[config.mk]
export PLATFORM = sky130hd
export DESIGN_NAME = led_pulse_stretcher_flat
export DESIGN_NICKNAME = d
export VERILOG_FILES = /design/src/rtl/led_pulse_stretcher_if.sv /design/src/rtl/led_pulse_stretcher.sv /design/src/flat_wrapper.sv
export SDC_FILE = /design/constraint.sdc
export NUM_CORES = 1
export LEC_CHECK = 0
export ABC_AREA = 1
export CAP_MARGIN = 0
export CORE_MARGIN = 8
export CORE_UTILIZATION = 45
export CTS_BUF_LIST = sky130_fd_sc_hd__clkbuf_8 sky130_fd_sc_hd__clkbuf_16
export CTS_CLUSTER_DIAMETER = 200
export CTS_CLUSTER_SIZE = 24
export DETAILED_ROUTE_END_ITERATION = 16
export PLACE_DENSITY = 0.67
export SLEW_MARGIN = 20
export SYNTH_ARGS = -nofsm -noshare
export SYNTH_HDL_FRONTEND = slang
export SYNTH_SLANG_ARGS = --single-unit
[constraint.sdc]
create_clock -name i_Clk -period 3.25 [get_ports i_Clk]
set_input_delay 0.4875 -clock i_Clk [delete_from_list [all_inputs] [get_ports i_Clk]]
set_output_delay 0.4875 -clock i_Clk [all_outputs]
set_load 0.05 [all_outputs]
[src/rtl/led_pulse_stretcher_if.sv]
// Event strobe and LED status bundle for led_pulse_stretcher.
// master = event source / status reader, slave = the stretcher.
interface led_pulse_stretcher_if #(
    parameter int PEND_WIDTH = 4
);
    logic                  i_Event;
    logic                  i_Clr_Ovf;
    logic                  o_Led;
    logic                  o_Busy;
    logic [PEND_WIDTH-1:0] o_Pending;
    logic                  o_Overflow;

    modport master (
        output i_Event,
        output i_Clr_Ovf,
        input  o_Led,
        input  o_Busy,
        input  o_Pending,
        input  o_Overflow
    );

    modport slave (
        input  i_Event,
        input  i_Clr_Ovf,
        output o_Led,
        output o_Busy,
        output o_Pending,
        output o_Overflow
    );
endinterface

[src/rtl/led_pulse_stretcher.sv]
// Stretches single-cycle events into ON/GAP LED blinks,
// queueing events that arrive while a blink is in progress.
module led_pulse_stretcher #(
    parameter int ON_CYCLES  = 100000,
    parameter int GAP_CYCLES = 100000,
    parameter int PEND_WIDTH = 4
) (
    input  logic i_Clk,
    input  logic i_Rst_n,
    led_pulse_stretcher_if.slave bus
);
    localparam int MAXC = (ON_CYCLES > GAP_CYCLES) ? ON_CYCLES : GAP_CYCLES;
    localparam int TW   = (MAXC > 1) ? $clog2(MAXC) : 1;

    localparam logic [TW-1:0]         ON_LAST  = TW'(ON_CYCLES - 1);
    localparam logic [TW-1:0]         GAP_LAST = TW'(GAP_CYCLES - 1);
    localparam logic [PEND_WIDTH-1:0] PEND_MAX = '1;

    localparam logic [1:0] S_IDLE = 2'd0;
    localparam logic [1:0] S_ON   = 2'd1;
    localparam logic [1:0] S_GAP  = 2'd2;

    logic [1:0]            state, state_nxt;
    logic [TW-1:0]         timer, timer_nxt;
    logic [PEND_WIDTH-1:0] pend, pend_nxt;
    logic                  led, busy, ovf;
    logic                  on_last, gap_last;
    logic                  direct, dec, want_inc, inc, drop;

    always_comb begin
        on_last  = (state == S_ON) && (timer == ON_LAST);
        gap_last = (state == S_GAP) && (timer == GAP_LAST);
        dec      = gap_last && (pend != '0);
        direct   = bus.i_Event &&
                   ((state == S_IDLE) || (gap_last && (pend == '0)));
        want_inc = bus.i_Event && !direct;
        // a decrement in the same cycle frees the slot for a saturated queue
        inc      = want_inc && ((pend != PEND_MAX) || dec);
        drop     = want_inc && (pend == PEND_MAX) && !dec;
    end

    always_comb begin
        state_nxt = state;
        timer_nxt = timer;
        unique case (1'b1)
            (state == S_ON): begin
                if (on_last) begin
                    state_nxt = S_GAP;
                    timer_nxt = '0;
                end else begin
                    timer_nxt = timer + 1'b1;
                end
            end
            (state == S_GAP): begin
                if (gap_last) begin
                    state_nxt = (dec || direct) ? S_ON : S_IDLE;
                    timer_nxt = '0;
                end else begin
                    timer_nxt = timer + 1'b1;
                end
            end
            default: begin
                state_nxt = direct ? S_ON : S_IDLE;
                timer_nxt = '0;
            end
        endcase
    end

    always_comb begin
        pend_nxt = pend;
        if (inc && !dec)
            pend_nxt = pend + 1'b1;
        else if (dec && !inc)
            pend_nxt = pend - 1'b1;
    end

    always_ff @(posedge i_Clk or negedge i_Rst_n) begin
        if (!i_Rst_n) begin
            state <= S_IDLE;
            timer <= '0;
            pend  <= '0;
            led   <= 1'b0;
            busy  <= 1'b0;
            ovf   <= 1'b0;
        end else begin
            state <= state_nxt;
            timer <= timer_nxt;
            pend  <= pend_nxt;
            led   <= (state_nxt == S_ON);
            busy  <= (state_nxt != S_IDLE);
            // a lost event outranks a clear in the same cycle
            if (drop)
                ovf <= 1'b1;
            else if (bus.i_Clr_Ovf)
                ovf <= 1'b0;
        end
    end

    assign bus.o_Led      = led;
    assign bus.o_Busy     = busy;
    assign bus.o_Pending  = pend;
    assign bus.o_Overflow = ovf;
endmodule
[src/flat_wrapper.sv]
// flat-port wrapper written by rule: the top's interface ports become plain ports
module led_pulse_stretcher_flat 
#(
    parameter int ON_CYCLES  = 100000,
    parameter int GAP_CYCLES = 100000,
    parameter int PEND_WIDTH = 4
)
  (i_Clk, i_Rst_n, bus_i_Event, bus_i_Clr_Ovf, bus_o_Led, bus_o_Busy, bus_o_Pending, bus_o_Overflow);
  led_pulse_stretcher_if #(.PEND_WIDTH(PEND_WIDTH)) bus_i ();
  input  logic i_Clk;
  input  logic i_Rst_n;
  input wire logic [$bits(bus_i.i_Event)-1:0] bus_i_Event;
  input wire logic [$bits(bus_i.i_Clr_Ovf)-1:0] bus_i_Clr_Ovf;
  output wire logic [$bits(bus_i.o_Led)-1:0] bus_o_Led;
  output wire logic [$bits(bus_i.o_Busy)-1:0] bus_o_Busy;
  output wire logic [$bits(bus_i.o_Pending)-1:0] bus_o_Pending;
  output wire logic [$bits(bus_i.o_Overflow)-1:0] bus_o_Overflow;
  assign bus_i.i_Event = bus_i_Event;
  assign bus_i.i_Clr_Ovf = bus_i_Clr_Ovf;
  assign bus_o_Led = bus_i.o_Led;
  assign bus_o_Busy = bus_i.o_Busy;
  assign bus_o_Pending = bus_i.o_Pending;
  assign bus_o_Overflow = bus_i.o_Overflow;
  led_pulse_stretcher #(.ON_CYCLES(ON_CYCLES), .GAP_CYCLES(GAP_CYCLES), .PEND_WIDTH(PEND_WIDTH)) u_core (.i_Clk(i_Clk), .i_Rst_n(i_Rst_n), .bus(bus_i));
endmodule
==> results.py, run 1 <==
metrics = {
    "grt": {
        "grt_pass1_wl_um": 5060,
        "antenna_found_initial": 0,
        "grt_remaining_overflow": 0,
        "grtUsageTotal": 0.115,
        "grt_pass1_vias": 1212,
        "grt_max_degree": 27,
    },
    "floorplan": {
        "design.core.area_um2": 3280,
        "rows": 21,
        "start_util": 0.464,
        "chipHeight_um": 74.2,
        "io_pins": 11,
        "die_area_um2": 5510,
        "fp.dieW_um": 74.2,
    },
    "critical_path": {
        "start_kind": "flop",
        "worstPathArrival_ns": 3.04,
        "ff2ff_setup_slack_ns": 0.37,
        "worstSetupEndpointType": "flop",
        "cp_max_fo": 5,
        "crit_type": "flop to flop",
        "reg2reg_depth": 17,
        "worstPathRequired_ns": 3.40,
    },
    "timing": {
        "period_minus_slack_ns": 2.88,
        "finalSetupTns_ns": 0,
        "hold_ws_ns": 0.461,
        "setup_ws_ns": 0.366,
        "drv_slew": 0,
        "finalSetupViolCount": 0,
        "fmaxAchievable_mhz": 347,
        "rsz0062_at_grt": "false",
        "skew_ns": 0.00809,
        "maxSlewHeadroom": 0.654,
        "post-route-period-util": 0.887,
        "hold_viol_final": 0,
        "worst_slew_pin_slew_ns": 0.517,
    },
    "synth": {
        "syn-num-nets": 189,
        "syn_avg_cell_area_um2": 8.62,
        "synth_top_flop_cell": "dfrtp_1",
        "ys_seq_area_frac": 0.427,
        "async_reset_ff_frac": 1.00,
        "ys_warn_count": 0,
        "synth.distinct_cells": 29,
        "synthCells": 177,
        "synth_seq_cells": 26,
        "syn_area_um2": 1530,
        "synth_edf_count": 0,
    },
    "final_layout": {
        "finalInstanceArea_um2": 1750,
        "fin_nets": 203,
        "instances_no_fill": 236,
        "fillers": 308,
        "antennaDiodeCount": 0,
        "syn_to_final_growth_pct": 14.5,
        "final_core_util": 0.532,
        "layout-drive-gt1-share": 0.121,
    },
    "power": {
        "power_density_nw_per_um2": 548,
        "leakage_nw": 0.798,
        "ir_drop_mv": 0.560,
        "finalPower_mw": 0.957,
    },
    "clock_tree": {
        "cts_resized": 0,
        "h-tree-depth": 1,
        "clock_sinks": 26,
        "clockBufferDepth": 2,
        "cts_hold_buf": 0,
        "tritoncts": "yes",
        "post_cts.repair.setup_buffers": 0,
        "path_clk_slew_ns": 0.09,
        "cts-root-buf": "clkbuf_8",
        "cts_inserted_buffers": 3,
        "clock_latency_ns": 0.27,
    },
    "drt": {
        "wire_per_inst_um": 11.7,
        "detail-route-antenna-nets": 0,
        "drc": 0,
        "drtIter0Drc": 61,
        "vias_per_cell": 4.85,
        "drt_wl_total_um": 2750,
        "num_vias": 1145,
        "dr.pass1.iters": 4,
    },
    "min_path": {
        "hold_depth": 1,
        "hold_path.class": "flop to flop",
    },
    "outcome": {
        "outcome": "completed",
    },
    "run": {
        "maxCapViolCount": 0,
    },
    "placement": {
        "gp_congestion": 0.865,
        "hpwl_um": 2150,
        "io_buffers": 10,
        "dpl_cell_area_um2": 1680,
        "place_worst_setup_slack_ns": 0.390,
        "dp.cells": 232,
    },
}
power breakdown:
| group | internal [mW] | leakage [nW] | total, mW | switching, mW |
|---|---|---|---|---|
| Combinational | 0.110 | 0.437 | 0.297 | 0.187 |
| Sequential | 0.352 | 0.325 | 0.393 | 0.0417 |
| Clock | 0.165 | 0.0357 | 0.267 | 0.102 |
| Total | 0.626 | 0.798 | 0.957 | 0.331 |
final cells by class:
type                       count  area [um2]  area share
clock buffer                   3        41.3      0.0236
clock inverter                 1        30.0      0.0172
inverter                      25        93.8      0.0537
multi-input combinational    124         766       0.438
sequential                    26         651       0.372
tap                           46        57.6      0.0330
timing repair buffer          11         108      0.0616
layer usage:
layer | track usage | share of wire | vias to the layer above
met4 | 0.0435 | 0.012 | 0
met2 | 0.190 | 0.48 | 17
met5 | 0 | 0 | -
met1 | 0.135 | 0.46 | 541
met3 | 0.0364 | 0.048 | 4
li1 | - | - | 583
worst paths after layout:
path	start	to
worst min-delay path	u_core.timer[0]	u_core.timer[0]
min in group asynchronous	i_Rst_n	u_core.timer[8]
worst min register to register	u_core.timer[0]	u_core.timer[0]
max in group asynchronous	i_Rst_n	u_core.timer[16]
worst max register to register	u_core.timer[0]	u_core.bus.o_Pending[3]
worst max-delay path	u_core.timer[0]	u_core.bus.o_Pending[3]
registers in the layout (all words and copies together), names as in the netlist:
signal                 cells
u_core.bus.o_Pending       4
u_core.state               2
u_core.timer              17
u_core.bus.o_Busy          1
u_core.bus.o_Overflow      1
u_core.bus.o_Led           1
synth_stat cells (2+ instances only):
| cell type | instances | area (um2) |
|---|---|---|
| nor2_2 | 4 | 25.0 |
| a21oi_1 | 3 | 15.0 |
| nand2_1 | 28 | 105 |
| nand3_1 | 4 | 20.0 |
| xor2_1 | 9 | 78.8 |
| nand3_2 | 4 | 40.0 |
| inv_2 | 3 | 11.3 |
| ha_1 | 7 | 87.6 |
| nand4_1 | 5 | 31.3 |
| nor3_1 | 8 | 40.0 |
| nor2_1 | 31 | 116 |
| inv_1 | 22 | 82.6 |
| o21ai_0 | 4 | 20.0 |
| xnor2_1 | 4 | 35.0 |
| dfrtp_1 | 26 | 651 |
| nor2_4 | 2 | 22.5 |
critical path, cell delays in order (launching register included):
cell and delay [ns]:
dfrtp_1 0.38, ha_1 0.17, nand2_1 0.10, nor2_4 0.15, nand3_2 0.11, nor2_4 0.14
nand2_1 0.08, or2_2 0.28, ha_1 0.23, inv_1 0.12, ha_1 0.28, nand2_1 0.08
nor2_1 0.05, a211oi_1 0.27, nand2_1 0.10, nand2_1 0.07, nor2_1 0.04, xor2_1 0.13
logic make-up (layout without fill, tap and decap cells):
family | count (synthesis) | in the layout | synth area share
flip-flops | 26 | 26 | 0.427
AND/OR/NAND/NOR | 91 | 91 | 0.303
AO/OA/AOI/OAI | 12 | 12 | 0.0541
adder cells (fa/ha/maj) | 8 | 8 | 0.0705
XOR/XNOR | 13 | 13 | 0.0747
buffers and inverters | 27 | 40 | 0.0714
layout by cell type, fill, tap and decap left out, drive strengths merged, types with 3 or more instances in the layout:
master | Yosys | layout
xnor2 | 4 | 4
ha | 7 | 7
xor2 | 9 | 9
clkdlybuf4s50 | 0 | 10
dfrtp | 26 | 26
o21ai | 5 | 5
nand4 | 5 | 5
nor3 | 8 | 8
a21oi | 3 | 3
nand2 | 29 | 29
inv | 25 | 25
nand3 | 8 | 8
clkbuf | 1 | 3
nor2 | 37 | 37
Note: power is estimated with default switching activity, not from simulation.
==> run 2: changes to the inputs <==
--- a/config.mk
+++ b/config.mk
@@ -13,6 +13,7 @@
 export CTS_CLUSTER_DIAMETER = 200
 export CTS_CLUSTER_SIZE = 24
 export DETAILED_ROUTE_END_ITERATION = 16
+export GPL_TIMING_DRIVEN = 0
 export PLACE_DENSITY = 0.67
 export SLEW_MARGIN = 20
 export SYNTH_ARGS = -nofsm -noshare
==> run 2 against run 1 <==
Effect of this change:
- wire length increased by 5.9%
- worst hold slack worse by 0.26 ns
- die area did not move
- non-clock buffer count up 1
- sequential share of layout area fell by 0.053 points
- register-to-register slack about the same
- count of clock-buffer cells in the layout stayed put
- clock power about the same
- critical path type unchanged
- largest power group unchanged
==> results.py, run 2 (synthesis results as in run 1) <==
metrics = {
    "outcome": {
        "outcome": "completed",
    },
    "power": {
        "power_density_nw_per_um2": 542,
        "ir_drop_mv": 0.612,
        "leakage_nw": 0.801,
    },
    "floorplan": {
        "design.core.area_um2": 3280,
        "chipHeight_um": 74.2,
        "fp.dieW_um": 74.2,
        "die_area_um2": 5510,
        "io_pins": 11,
        "rows": 21,
        "start_util": 0.464,
    },
    "critical_path": {
        "crit_slowest_cell": "dfrtp_1",
        "worstSetupEndpointType": "flop",
        "slowest_delay_ns": 0.39,
        "cp_max_fo": 5,
        "worstPathRequired_ns": 3.40,
        "reg2reg_depth": 17,
        "cpMostUsedCell": "nand2_1",
        "crit_chain": "ha_1, nand2_1, nor2_4, nand3_2, nor2_4, nand2_1, or2_2, ha_1, inv_1, ha_1, nand2_1, nor2_1, a211oi_1, nand2_1, nand2_1, nor2_1, xor2_1",
        "start_kind": "flop",
        "crit_type": "flop to flop",
        "worstPathArrival_ns": 3.03,
    },
    "min_path": {
        "hold_path.class": "input port to asynchronous set/reset pin",
    },
    "timing": {
        "finalSetupViolCount": 0,
        "finalSetupTns_ns": 0,
        "fmaxAchievable_mhz": 347,
        "drv_slew": 0,
        "rsz0062_at_grt": "false",
        "post-route-period-util": 0.886,
        "period_minus_slack_ns": 2.88,
        "worst_slew_pin_slew_ns": 0.587,
        "hold_viol_final": 0,
        "maxSlewHeadroom": 0.609,
        "skew_ns": 0.00983,
    },
    "clock_tree": {
        "clockBufferDepth": 2,
        "cts-root-buf": "clkbuf_8",
        "post_cts.repair.setup_buffers": 0,
        "clock_sinks": 26,
        "path_clk_slew_ns": 0.10,
        "cts_inserted_buffers": 3,
        "cts_hold_buf": 0,
        "clock_latency_ns": 0.27,
        "cts_resized": 0,
        "h-tree-depth": 1,
        "tritoncts": "yes",
    },
    "grt": {
        "grt_max_degree": 27,
        "antenna_found_initial": 0,
        "grt_remaining_overflow": 0,
        "grtUsageTotal": 0.118,
        "grt_pass1_wl_um": 5120,
        "grt_pass1_vias": 1171,
    },
    "placement": {
        "gp_congestion": 0.845,
        "io_buffers": 10,
        "hpwl_um": 2210,
    },
    "drt": {
        "detail-route-antenna-nets": 0,
        "drtIter0Drc": 65,
        "vias_per_cell": 4.98,
        "dr.pass1.iters": 4,
        "drt_wl_total_um": 2910,
        "wire_per_inst_um": 12.3,
        "drc": 0,
        "num_vias": 1181,
    },
    "final_layout": {
        "final_common_cell": "nor2_1",
        "largest_reg_flops": 17,
        "layout-drive-gt1-share": 0.126,
        "final_cell_mix": "31 x nor2_1, 28 x nand2_1, 26 x dfrtp_1",
        "syn_to_final_growth_pct": 14.7,
        "fin_nets": 204,
        "antennaDiodeCount": 0,
        "max_flop_register": "u_core.timer",
        "fillers": 304,
        "final_core_util": 0.533,
    },
    "run": {
        "maxCapViolCount": 0,
    },
}
run 2: critical path: cells and delay by family (launching register included):
| kind | cells | cell delay, ns |
|---|---|---|
| buffers and inverters | 1 | 0.12 |
| AND/OR/NAND/NOR | 11 | 1.20 |
| AO/OA/AOI/OAI | 1 | 0.23 |
| adder cells (fa/ha/maj) | 3 | 0.68 |
| flip-flops | 1 | 0.39 |
| XOR/XNOR | 1 | 0.13 |
run 2: power by group:
group | leakage, nW | switching, mW | total (mW) | internal (mW)
registers | 0.325 | 0.0399 | 0.392 | 0.352
logic | 0.440 | 0.182 | 0.289 | 0.108
clock network | 0.0357 | 0.102 | 0.267 | 0.165
total | 0.801 | 0.324 | 0.948 | 0.624
run 2: final cells by class:
class | instances | area (um2) | share of cell area
flip-flops and latches | 26 | 651 | 0.372
plain buffers | 2 | 15.0 | 0.00858
inverters | 25 | 93.8 | 0.0536
well taps | 46 | 57.6 | 0.0329
clock inverters | 1 | 30.0 | 0.0172
multi-input cells | 124 | 766 | 0.438
clock buffers | 3 | 41.3 | 0.0236
repair buffers | 10 | 95.1 | 0.0544
run 2: per-layer routing:
layer,track usage,share of wire,wire [um]
met1,0.145,0.45,1300
met2,0.199,0.50,1450
met3,0.0270,0.047,138
met4,0.0326,0.0086,25
met5,0,0,0
run 2: worst paths after layout:
| path | startpoint | end | slack, ns |
|---|---|---|---|
| max reg2reg | u_core.timer[0] | u_core.bus.o_Pending[3] | 0.37 |
| max in group asynchronous | i_Rst_n | u_core.state[0] | 2.65 |
| min in group i_Clk | u_core.timer[0] | u_core.timer[0] | 0.48 |
| max | u_core.timer[0] | u_core.bus.o_Pending[3] | 0.37 |
| min reg2reg | u_core.timer[0] | u_core.timer[0] | 0.48 |
| min | i_Rst_n | u_core.timer[15] | 0.20 |
run 2: stage by stage:
| stage | std cells | hold slack, ns | power (mW) | instance area (um2) | worst slack [ns] |
|---|---|---|---|---|---|
| 2_1_floorplan | 177 | 0.192 | 0.595 | 1530 | 0.636 |
| 3_3_place_gp | 233 | 0.444 | 0.679 | 1680 | 0.472 |
| 3_5_place_dp | 233 | 0.460 | 0.687 | 1680 | 0.404 |
| 4_1_cts | 237 | 0.232 | 0.957 | 1750 | 0.384 |
| 5_1_grt | 237 | 0.267 | 0.999 | 1750 | 0.116 |
| 6_report | 237 | 0.205 | 0.948 | 1750 | 0.372 |
==> run 3: changes to the inputs <==
--- a/config.mk
+++ b/config.mk
@@ -6,16 +6,16 @@
 export NUM_CORES = 1
 export LEC_CHECK = 0
 export ABC_AREA = 1
-export CAP_MARGIN = 0
+export CAP_MARGIN = 20
 export CORE_MARGIN = 8
 export CORE_UTILIZATION = 45
 export CTS_BUF_LIST = sky130_fd_sc_hd__clkbuf_8 sky130_fd_sc_hd__clkbuf_16
 export CTS_CLUSTER_DIAMETER = 200
-export CTS_CLUSTER_SIZE = 24
+export CTS_CLUSTER_SIZE = 12
 export DETAILED_ROUTE_END_ITERATION = 16
 export GPL_TIMING_DRIVEN = 0
 export PLACE_DENSITY = 0.67
-export SLEW_MARGIN = 20
+export SLEW_MARGIN = 15
 export SYNTH_ARGS = -nofsm -noshare
 export SYNTH_HDL_FRONTEND = slang
 export SYNTH_SLANG_ARGS = --single-unit
==> run 3 against run 2 <==
Effect of this change:
- first-iteration DRC count shrank 23%
- global-route usage is essentially flat
- sequential power is essentially flat
- non-clock buffer count grew 1
- combinational power grew 1%
- clock power is essentially flat
- via count shrank 3.1%
- fmax grew 0.75%
- worst hold slack gained 0.26 ns
- critical path depth is the same
- critical path type unchanged
- largest cell class unchanged
==> results.py, run 3 (synthesis results as in run 1) <==
metrics = {
    "floorplan": {
        "chipHeight_um": 74.2,
        "design.core.area_um2": 3280,
        "io_pins": 11,
        "die_area_um2": 5510,
        "fp.dieW_um": 74.2,
        "rows": 21,
        "start_util": 0.464,
    },
    "placement": {
        "gp_congestion": 0.845,
        "hpwl_um": 2270,
        "dpl_cell_area_um2": 1710,
        "io_buffers": 10,
    },
    "final_layout": {
        "layout-drive-gt1-share": 0.125,
        "fillers": 293,
        "regArea_um2": 651,
        "finalInstanceArea_um2": 1780,
        "antennaDiodeCount": 0,
        "fin_nets": 205,
        "max_flop_register": "u_core.timer",
        "final_common_cell": "nor2_1",
        "largest_reg_flops": 17,
        "syn_to_final_growth_pct": 16.8,
        "final_cell_mix": "31 x nor2_1, 28 x nand2_1, 26 x dfrtp_1",
        "multi_input_area_um2": 766,
    },
    "critical_path": {
        "cp-startpoint": "u_core.timer[0]",
        "worstSetupEndpointType": "flop",
        "crit_type": "flop to flop",
        "cpMostUsedCell": "nand2_1",
        "crit_slowest_cell": "dfrtp_1",
        "ff2ff_setup_slack_ns": 0.39,
        "start_kind": "flop",
        "crit_chain": "ha_1, nand2_1, nor2_4, nand3_2, nor2_4, nand2_1, or2_2, ha_1, inv_1, ha_1, nand2_1, nor2_1, a211oi_1, nand2_1, nand2_1, nor2_1, xor2_1",
        "slowest_delay_ns": 0.38,
        "reg2reg_from": "u_core.timer[0]",
        "worstPathArrival_ns": 3.02,
        "cp_max_fo": 5,
        "reg2reg_depth": 17,
        "timing.rr.end": "u_core.bus.o_Pending[3]",
        "worstPathRequired_ns": 3.41,
    },
    "drt": {
        "drt_wl_total_um": 2860,
        "num_vias": 1144,
        "dr.pass1.iters": 6,
        "drc": 0,
        "vias_per_cell": 4.81,
        "wire_per_inst_um": 12.0,
        "drtIter0Drc": 50,
        "detail-route-antenna-nets": 0,
    },
    "min_path": {
        "min_to": "u_core.timer[0]",
        "hold_depth": 1,
        "hold_path.class": "flop to flop",
        "min-delay-start": "u_core.timer[0]",
    },
    "timing": {
        "maxSlewHeadroom": 0.550,
        "skew_ns": 0.00313,
        "worst_slew_pin_slew_ns": 0.673,
        "fmaxAchievable_mhz": 350,
        "rsz0062_at_grt": "false",
        "hold_viol_final": 0,
        "post-route-period-util": 0.879,
        "period_minus_slack_ns": 2.86,
        "finalSetupViolCount": 0,
        "finalSetupTns_ns": 0,
        "drv_slew": 0,
    },
    "clock_tree": {
        "cts_inserted_buffers": 3,
        "cts_hold_buf": 0,
        "cts_resized": 0,
        "post_cts.repair.setup_buffers": 0,
        "clockBufferDepth": 2,
        "clock_latency_ns": 0.27,
        "h-tree-depth": 1,
        "tritoncts": "yes",
        "clock_sinks": 26,
        "cts-root-buf": "clkbuf_8",
        "path_clk_slew_ns": 0.09,
    },
    "run": {
        "maxCapViolCount": 0,
    },
    "grt": {
        "antenna_found_initial": 0,
        "grt_remaining_overflow": 0,
        "grt_pass1_wl_um": 5150,
        "grtUsageTotal": 0.117,
        "grt_max_degree": 16,
        "grt_pass1_vias": 1152,
    },
    "power": {
        "leakage_nw": 0.813,
        "power_density_nw_per_um2": 535,
        "ir_drop_mv": 0.590,
    },
    "outcome": {
        "outcome": "completed",
    },
}
[run 3: cell types whose count changed in the layout (fill, tap and decap cells not counted)]
cell,change
buf_16,+1
buf_2,-1
clkdlybuf4s50_1,+1
[run 3: worst max path at each step]
stage / to / slack, ns / depth (start not counted)
final: u_core.bus.o_Pending[3] / 0.39 / 17
after global routing: u_core.bus.o_Pending[3] / 0.1 / 17
after CTS: u_core.bus.o_Pending[3] / 0.39 / 17
after global placement: u_core.bus.o_Pending[3] / 0.47 / 17
after floorplan: u_core.bus.o_Pending[3] / 0.64 / 17
after detailed placement: u_core.bus.o_Pending[3] / 0.41 / 17
[run 3: final cells by class]
cell class                 instances  share of cell area
inverter                          25              0.0527
clock inverter                     1              0.0169
sequential                        26               0.365
timing repair buffer              11              0.0716
buffer                             2             0.00843
multi-input combinational        124               0.430
tap                               46              0.0323
clock buffer                       3              0.0232
[run 3: critical path, delay by kind of cell, from the launching register on]
family	cells	cell delay [ns]
AO/OA/AOI/OAI	1	0.22
XOR/XNOR	1	0.13
adder cells (fa/ha/maj)	3	0.68
buffers and inverters	1	0.12
flip-flops	1	0.38
AND/OR/NAND/NOR	11	1.24
[run 3: per-stage QoR]
stage,instances,utilization,worst slack [ns],hold slack (ns),total power [mW]
global route,238,0.542,0.0982,0.498,1.01
finish,238,0.542,0.393,0.469,0.954
CTS,238,0.542,0.395,0.473,0.967
detailed placement,234,0.521,0.406,0.460,0.692
floorplan,177,-,0.636,0.192,0.595
global placement,233,0.512,0.472,0.444,0.679
[run 3: power by group]
group / switching [mW] / total [mW] / internal, mW
Clock: 0.104 / 0.269 / 0.165
Sequential: 0.0395 / 0.391 / 0.352
Combinational: 0.182 / 0.293 / 0.112
[run 3: routing by layer]
metal / track usage / up-vias / share of wire
met3: 0.0283 / 2 / 0.039
met1: 0.149 / 543 / 0.46
met2: 0.188 / 13 / 0.49
met5: 0 / - / 0
met4: 0.0457 / 0 / 0.0059
li1: - / 586 / -
